**config.mk**
```make
export PLATFORM = sky130hd
export DESIGN_NAME = fetch_queue
export DESIGN_NICKNAME = d
export VERILOG_FILES = /design/src/rtl/fetch_queue.sv
export SDC_FILE = /design/constraint.sdc
export NUM_CORES = 1
export LEC_CHECK = 0
export BUFFER_PORTS_ARGS = -buffer_cell sky130_fd_sc_hd__buf_2
export CORE_UTILIZATION = 48
export CTS_CLUSTER_DIAMETER = 40
export CTS_CLUSTER_SIZE = 12
export DETAILED_ROUTE_END_ITERATION = 12
export HOLD_SLACK_MARGIN = 0.15
export PLACE_DENSITY = 0.73
export SLEW_MARGIN = 0
export SYNTH_ARGS = -nofsm -noshare
export SYNTH_HDL_FRONTEND = slang
export SYNTH_SLANG_ARGS = --single-unit
```
**constraint.sdc**
```tcl
create_clock -name clk -period 4.6 [get_ports clk]
set_input_delay 0.92 -clock clk [delete_from_list [all_inputs] [get_ports clk]]
set_output_delay 0.92 -clock clk [all_outputs]
set_load 0.05 [all_outputs]
```
**src/rtl/fetch_queue.sv**
```systemverilog
// fetch_queue: instruction fetch queue between instruction memory and decode.
// Holds DEPTH {pc, instr} entries fetched in order from fetch_pc; a redirect
// flushes the queue and restarts fetch at the new address.
// Optional feature macro: FETCHQ_BUBBLE_COUNT_EN adds the bubble_cycles counter.
module fetch_queue #(
  parameter int          DEPTH    = 4,
  parameter logic [63:0] RESET_PC = 64'h0
) (
  input  logic                     clk,
  input  logic                     reset,
  output logic [61:0]              imem_addr,
  input  logic [31:0]              imem_data,
  input  logic                     redirect,
  input  logic [63:0]              redirect_pc,
  output logic                     out_valid,
  input  logic                     out_ready,
  output logic [31:0]              out_instr,
  output logic [63:0]              out_pc,
`ifdef FETCHQ_BUBBLE_COUNT_EN
  output logic [31:0]              bubble_cycles,
`endif
  output logic [$clog2(DEPTH):0]   count
);

  localparam int AW = $clog2(DEPTH);
  localparam int CW = AW + 1;

  logic [63:0]   r_fetch_pc;
  logic [AW-1:0] r_wr_ptr;
  logic [AW-1:0] r_rd_ptr;
  logic [CW-1:0] r_count;
  logic [63:0]   r_pc_mem    [DEPTH];
  logic [31:0]   r_instr_mem [DEPTH];

  logic w_push;
  logic w_pop;
  logic w_valid;

  // Push/pop qualification; a redirect suppresses both so the flush wins.
  always_comb begin
    w_valid = (r_count != CW'(0));
    w_push  = (r_count < CW'(DEPTH)) & ~redirect;
    w_pop   = w_valid & out_ready & ~redirect;
  end

  // Control state: reset, redirect flush, then normal push/pop bookkeeping.
  always_ff @(posedge clk or posedge reset) begin
    if (reset) begin
      r_fetch_pc <= RESET_PC;
      r_wr_ptr   <= '0;
      r_rd_ptr   <= '0;
      r_count    <= '0;
    end else if (redirect) begin
      r_fetch_pc <= {redirect_pc[63:2], 2'b00};
      r_wr_ptr   <= '0;
      r_rd_ptr   <= '0;
      r_count    <= '0;
    end else begin
      if (w_push) begin
        r_wr_ptr   <= r_wr_ptr + AW'(1);
        r_fetch_pc <= r_fetch_pc + 64'd4;
      end else begin
        r_wr_ptr   <= r_wr_ptr;
        r_fetch_pc <= r_fetch_pc;
      end
      if (w_pop) begin
        r_rd_ptr <= r_rd_ptr + AW'(1);
      end else begin
        r_rd_ptr <= r_rd_ptr;
      end
      case ({w_push, w_pop})
        2'b10:   r_count <= r_count + CW'(1);
        2'b01:   r_count <= r_count - CW'(1);
        default: r_count <= r_count;
      endcase
    end
  end

  // Entry storage; contents are not cleared on reset, validity comes from count.
  always_ff @(posedge clk) begin
    if (w_push) begin
      r_pc_mem[r_wr_ptr]    <= r_fetch_pc;
      r_instr_mem[r_wr_ptr] <= imem_data;
    end
  end

  // Head entry presentation, forced to zero when the queue is empty.
  always_comb begin
    out_valid = w_valid;
    count     = r_count;
    imem_addr = r_fetch_pc[63:2];
    if (w_valid) begin
      out_instr = r_instr_mem[r_rd_ptr];
      out_pc    = r_pc_mem[r_rd_ptr];
    end else begin
      out_instr = 32'h0;
      out_pc    = 64'h0;
    end
  end

`ifdef FETCHQ_BUBBLE_COUNT_EN
  logic [31:0] r_bubble_cycles;

  // Saturating count of cycles in which decode sees no valid entry.
  always_ff @(posedge clk or posedge reset) begin
    if (reset) begin
      r_bubble_cycles <= 32'h0;
    end else if (!w_valid && (r_bubble_cycles != 32'hFFFF_FFFF)) begin
      r_bubble_cycles <= r_bubble_cycles + 32'd1;
    end else begin
      r_bubble_cycles <= r_bubble_cycles;
    end
  end

  assign bubble_cycles = r_bubble_cycles;
`endif

endmodule

```
Yosys cells after proc, flatten, opt, wreduce, memory -nomap -nowiden
Memories as Yosys holds them, arrays and structs flattened.
Cells that the tools add are included.
Cells by class
  add/subtract/negate cells: 5
  multipliers: 0
  divide/modulo/power cells: 0
  magnitude comparators: 1
  eq/ne operators: 2
  shifts and indexed selects: 0
  muxes and demuxes: 12
  bitwise logic cells: 4
  reductions and logical operators: 4
Operators by type and width (number)
  64-bit two-way mux: 3
  64-bit by 3-bit adder with 64-bit output, second input constant: 1
  32-bit two-way mux: 1
  2-bit two-way mux: 4
  3-bit one-hot mux with 2 select lines: 1
  3-bit nonzero test: 2
  2-bit by 1-bit adder with 2-bit output, second input constant: 2
  2-bit nonzero test: 2
  3-bit by 1-bit adder with 3-bit output, second input constant: 1
  1-bit AND: 3
  3-bit < comparator, second input constant: 1
  3-bit two-way mux: 1
  3-bit by 1-bit subtractor with 3-bit output, second input constant: 1
  2-bit by 1-bit == test with 1-bit output, second input constant: 1
  2-bit == test, second input constant: 1
  1-bit two-way mux: 2
  1-bit inverter: 1
Storage, ports and cells
  flip-flop bits (word level): 71
  bits in latches: 0
  bits in writable memories: 384
  ROM bits: 0
  bits of input ports: 100
  output and inout bits: 162
  logic and storage cells: 34
  memories kept: 2
Memories
  r_pc_mem: depth 4, bits a word 64, read ports 1, clocked after Yosys merged registers in 0, wr ports 1, RTL line 32  | logic [63:0] r_pc_mem [DEPTH];
  r_instr_mem: depth 4, bits a word 32, read ports 1, clocked after Yosys merged registers in 0, wr ports 1, RTL line 33  | logic [31:0] r_instr_mem [DEPTH];

Depth between registers and ports, before layout
  depth after elaboration: 6
  depth in mapped cells: 7
  mapped depth without buffers: 6

Worst setup path before layout
OpenSTA, ideal clock, no wires.
  path type: input-to-reg
  start point: input redirect
  end point: memory r_instr_mem[0][0] (enable)
  setup time: 0.464 ns
  data arrival time: 3.871 ns
  data required time: 4.136 ns
  setup slack: 0.265 ns
  stages: 5
  buffers on the path: 3
  path through: clkbuf_1 -> clkbuf_1 -> clkbuf_1 -> nor2_1 -> and2_1
On the way
  word-level cells in the longest chain between the ends: 4
Ends and longest elaborated chain
  start: declaration: RTL line 13  | input logic redirect,
  1-bit inverter: RTL line 42  | w_push = (r_count < CW'(DEPTH)) & ~redirect;
  1-bit AND: RTL line 42
  1-bit two-way mux: RTL line 81  | if (w_push) begin
  1-bit two-way mux (not written as such): RTL line 83  | r_instr_mem[r_wr_ptr] <= imem_data;
  end: declaration: RTL line 33
Every way passes these cells.

Worst setup path in the final report
  start point: register r_rd_ptr[0]
  end point: output out_pc[46]
On the way
  word-level cells in the longest chain between the ends: 2
Ends and longest elaborated chain
  start: declaration: RTL line 30  | logic [AW-1:0] r_rd_ptr;
  start signal: assignment: RTL line 67  | r_rd_ptr <= r_rd_ptr + AW'(1);
  start signal: assignment: RTL line 69  | r_rd_ptr <= r_rd_ptr;
  memory 4 x 64 bit
  64-bit two-way mux: RTL line 92  | if (w_valid) begin
  end: declaration: RTL line 18  | output logic [63:0] out_pc,
Every way passes these cells.

==> results.md <==
* Status: finished, final reports clean
* Post-synthesis sequential area ratio at 0.700
* Die width at ~200 um
* Final instance area at around 0.022 mm2
* HP Start: redirect_pc[31]
* Final period utilization at 0.789
* Register Area at approximately 0.013 mm2
* YS warnings at 0
* Mean Syn Cell Area at roughly 17 um2
* Clk sinks at about 450
* Area grow syn2layout at 21.0%
* CTS tree: done
* Clock share of power at 0.367
* Worst r2r src: r_fetch_pc[4]
* Worst Skew at between 30 and 40 ps
* Drt via density at approximately 5.7
* Most frequent cell after synthesis: edfxtp_1
* Reg power frac at 0.409
* Worst R2R End: r_fetch_pc[56]
* # diodes at 0
* Top cell type's share of synthesized area at 0.607
* Gate Count Post-Synth at about 1100
* Hold-fix buffers, CTS at 0
* Synth Cell Area at between 0.015 and 0.02 mm2
* Rel. slew slack at 0.292
* Max Cap Viol at 0
* Routed WL per cell at between 20 and 25 um
* Initial antenna violation count at 5
* Layout net count at 1502
* Reg2Reg Setup Slack at 1770 ps
* Sw Ratio at 0.322
* Final hold vios at 0
* Min cycle time layout at about 3600 ps
* Site row count at a little over 70
* Worst-skew pair later-pin latency at 600 ps
* Residual DRC count at 0
* Worst-Margin Slew at ~1100 ps
* Yosys cell types at 61
* Die height at 199 um
* Worst Path Arrival at 2710 ps
* Worst Path Required at approximately 3700 ps
* CP peak stage delay at between 600 and 700 ps
* Max Root-Sink Buffers at 3
* XOR/XNOR Fraction of Synth Area at 0.0170
* EDFF count, synth at 376
* Crit path cell chain: buf_4, mux4_2, and2_1, buf_2
* Synth Flop Type: edfxtp_1
* Fillers at just under 3000
* Fmax at 275 MHz
* Worst R2R Path Depth at 5
* CTS Buf Count at 61
* Synth Area in Simple Gates at 0.116
* Hold Crit Class: in -> reg
* Port Buffers at approximately 260
* Hpwl dp at ~26000 um
* Cts repair resizes at 0
* Smallest setup slack after layout at about 970 ps
* Pwr Total at 12300 uW
* Largest area contributor in the netlist: edfxtp_1
* CORE AREA at 0.0379 mm2
* Complex-gate fraction of the synthesized area at 0.0283
* CP Max Fanout at 22
* Share of cells above drive strength 1 at 0.346
* Routability Congestion at 0.806
* Initial core utilization at 0.490
* Static leakage at just over 0.008 uW
* Max-slew violations at 0
* Area share of fa/ha/maj cells after synthesis at 0.00444
* Total wire length at 43000 um
* Area of the multi-input gates at approximately 0.0053 mm2
* Clk pin slew, worst setup/hold paths at approximately 50 ps
* RSZ-0062 raised after global routing: false
* Comb pwr share at 0.224
* Final setup viols at 0
* Vias in the first global route at between 10000 and 15000
* CP max-delay cell: dfrtp_4
* DRT antenna net count at 0
* Placement-stage cell area at 0.0205 mm2
* Hold path depth at 3
* Vias post-DR at about 11000
* Largest family of logic cells by synthesized area: multiplexers
* Int Power at 8350 uW
* First-pass GRT wire length at approximately 66000 um
* Synth top cells by count: 376 x edfxtp_1, 103 x and2_1, 94 x mux4_2, 72 x nand2_1, 69 x dfrtp_1
* Worst Setup Slack post-DPL at ~1500 ps
* Post-CTS Setup Bufs at 0
* Number of detailed-route iterations in the first pass at 5
* Post-synthesis mux area share at 0.118
* End of the worst hold path: r_fetch_pc[31]
* Aggregate global-route resource usage at 0.224
* Psw at 3960 uW
* #FFs+latches synth at approximately 450
* # H-tree levels at 2
* Top post-synthesis cells by area: edfxtp_1 61%, mux4_2 11%, dfrtp_1 9.3%
* Die ar. at roughly 0.040 mm2
* P per Cell Area at around 550 mW/mm2
* Crit end category: primary output
* I/O pin total at 262
* Critical setup path kind: reg -> out
* Startpoint types: flop
* Starting DRT DRC Count at between 700 and 800
* Max IR drop VDD at around 440 uV
* Remaining Overflow, GRT at 0
* FFs w/ async S/R, synth at 0.155
* Total negative setup slack at 0 ps
* CTS root buffer: clkbuf_16
* Largest net degree at the start of global routing at 98
power groups by stage:
| stage | Combinational [uW] | Sequential, uW | Clock, uW |
|---|---|---|---|
| floorplan | 1920 | 5230 | 0 |
| global placement | 2780 | 5090 | 0 |
| detailed placement | 2790 | 5120 | 0 |
| CTS | 2810 | 5040 | 4610 |
| global route | 2930 | 5080 | 4780 |
| finish | 2760 | 5040 | 4530 |
logic make-up (layout without fill, tap and decap cells):
kind of cell	Yosys count	after routing
other cells	1	2
xor+xnor	36	36
fa+ha+maj	6	6
compound gates	81	81
flops	445	445
mux	101	101
buf+inv	72	399
simple gates	375	375
state kept, by name, indices dropped and copies added (netlist names):
name	cells
r_pc_mem	248
r_instr_mem	128
r_fetch_pc	62
count	3
r_rd_ptr	2
r_wr_ptr	2
worst max path at each step:
stage / slack, ps / from / to / cells past startpoint
after detailed placement: 1520 / r_rd_ptr[0] / out_pc[12] / 4
after floorplan: 270 / redirect / r_instr_mem[0][0] / 5
final: 970 / r_rd_ptr[0] / out_pc[46] / 4
after global placement: 1530 / r_rd_ptr[0] / out_pc[12] / 4
after global routing: 810 / r_rd_ptr[0] / out_pc[46] / 4
after CTS: 860 / r_rd_ptr[0] / out_pc[12] / 4
final cells by class:
class	instances	share of cell area
Clock buffer	74	0.0714
Sequential cell	445	0.579
Timing Repair Buffer	274	0.0663
Inverter	13	0.00217
Tap cell	511	0.0284
Clock inverter	38	0.0172
Multi-Input combinational cell	601	0.236
per-stage QoR:
stage               utilization  hold WS (ps)  std cells
CTS                       0.593           489       1956
global route              0.593           499       1956
global placement          0.541           572       1844
floorplan                     -           542       1118
detailed placement        0.541           581       1844
finish                    0.593           526       1956
critical path: cells and delay by family (launching register included):
kind | cells | cell delay [ps]
and+or+nand+nor | 1 | 180
muxes | 1 | 590
DFF | 1 | 620
buffers and inverters | 2 | 690
metal layers:
metal / track usage / vias to the layer above / share of wire
met5: 0 / - / 0.0016
met4: 0.0692 / 10 / 0.022
met3: 0.0593 / 72 / 0.075
met2: 0.362 / 398 / 0.48
met1: 0.296 / 5610 / 0.42
li1: - / 4964 / -
placed cells by master (no fill, tap or decap), drive strengths merged, types with 13 or more instances in the layout:
cell      n
o21ai    33
xnor2    15
nand4    32
or4      16
xor2     21
inv      25
nand3    47
nor4     13
dfrtp    69
buf     274
clkinv   15
nor3     16
mux4     94
nand2    74
edfxtp  376
clkbuf   74
nor2     31
and2    103
(Power assumes the default switching activity.)
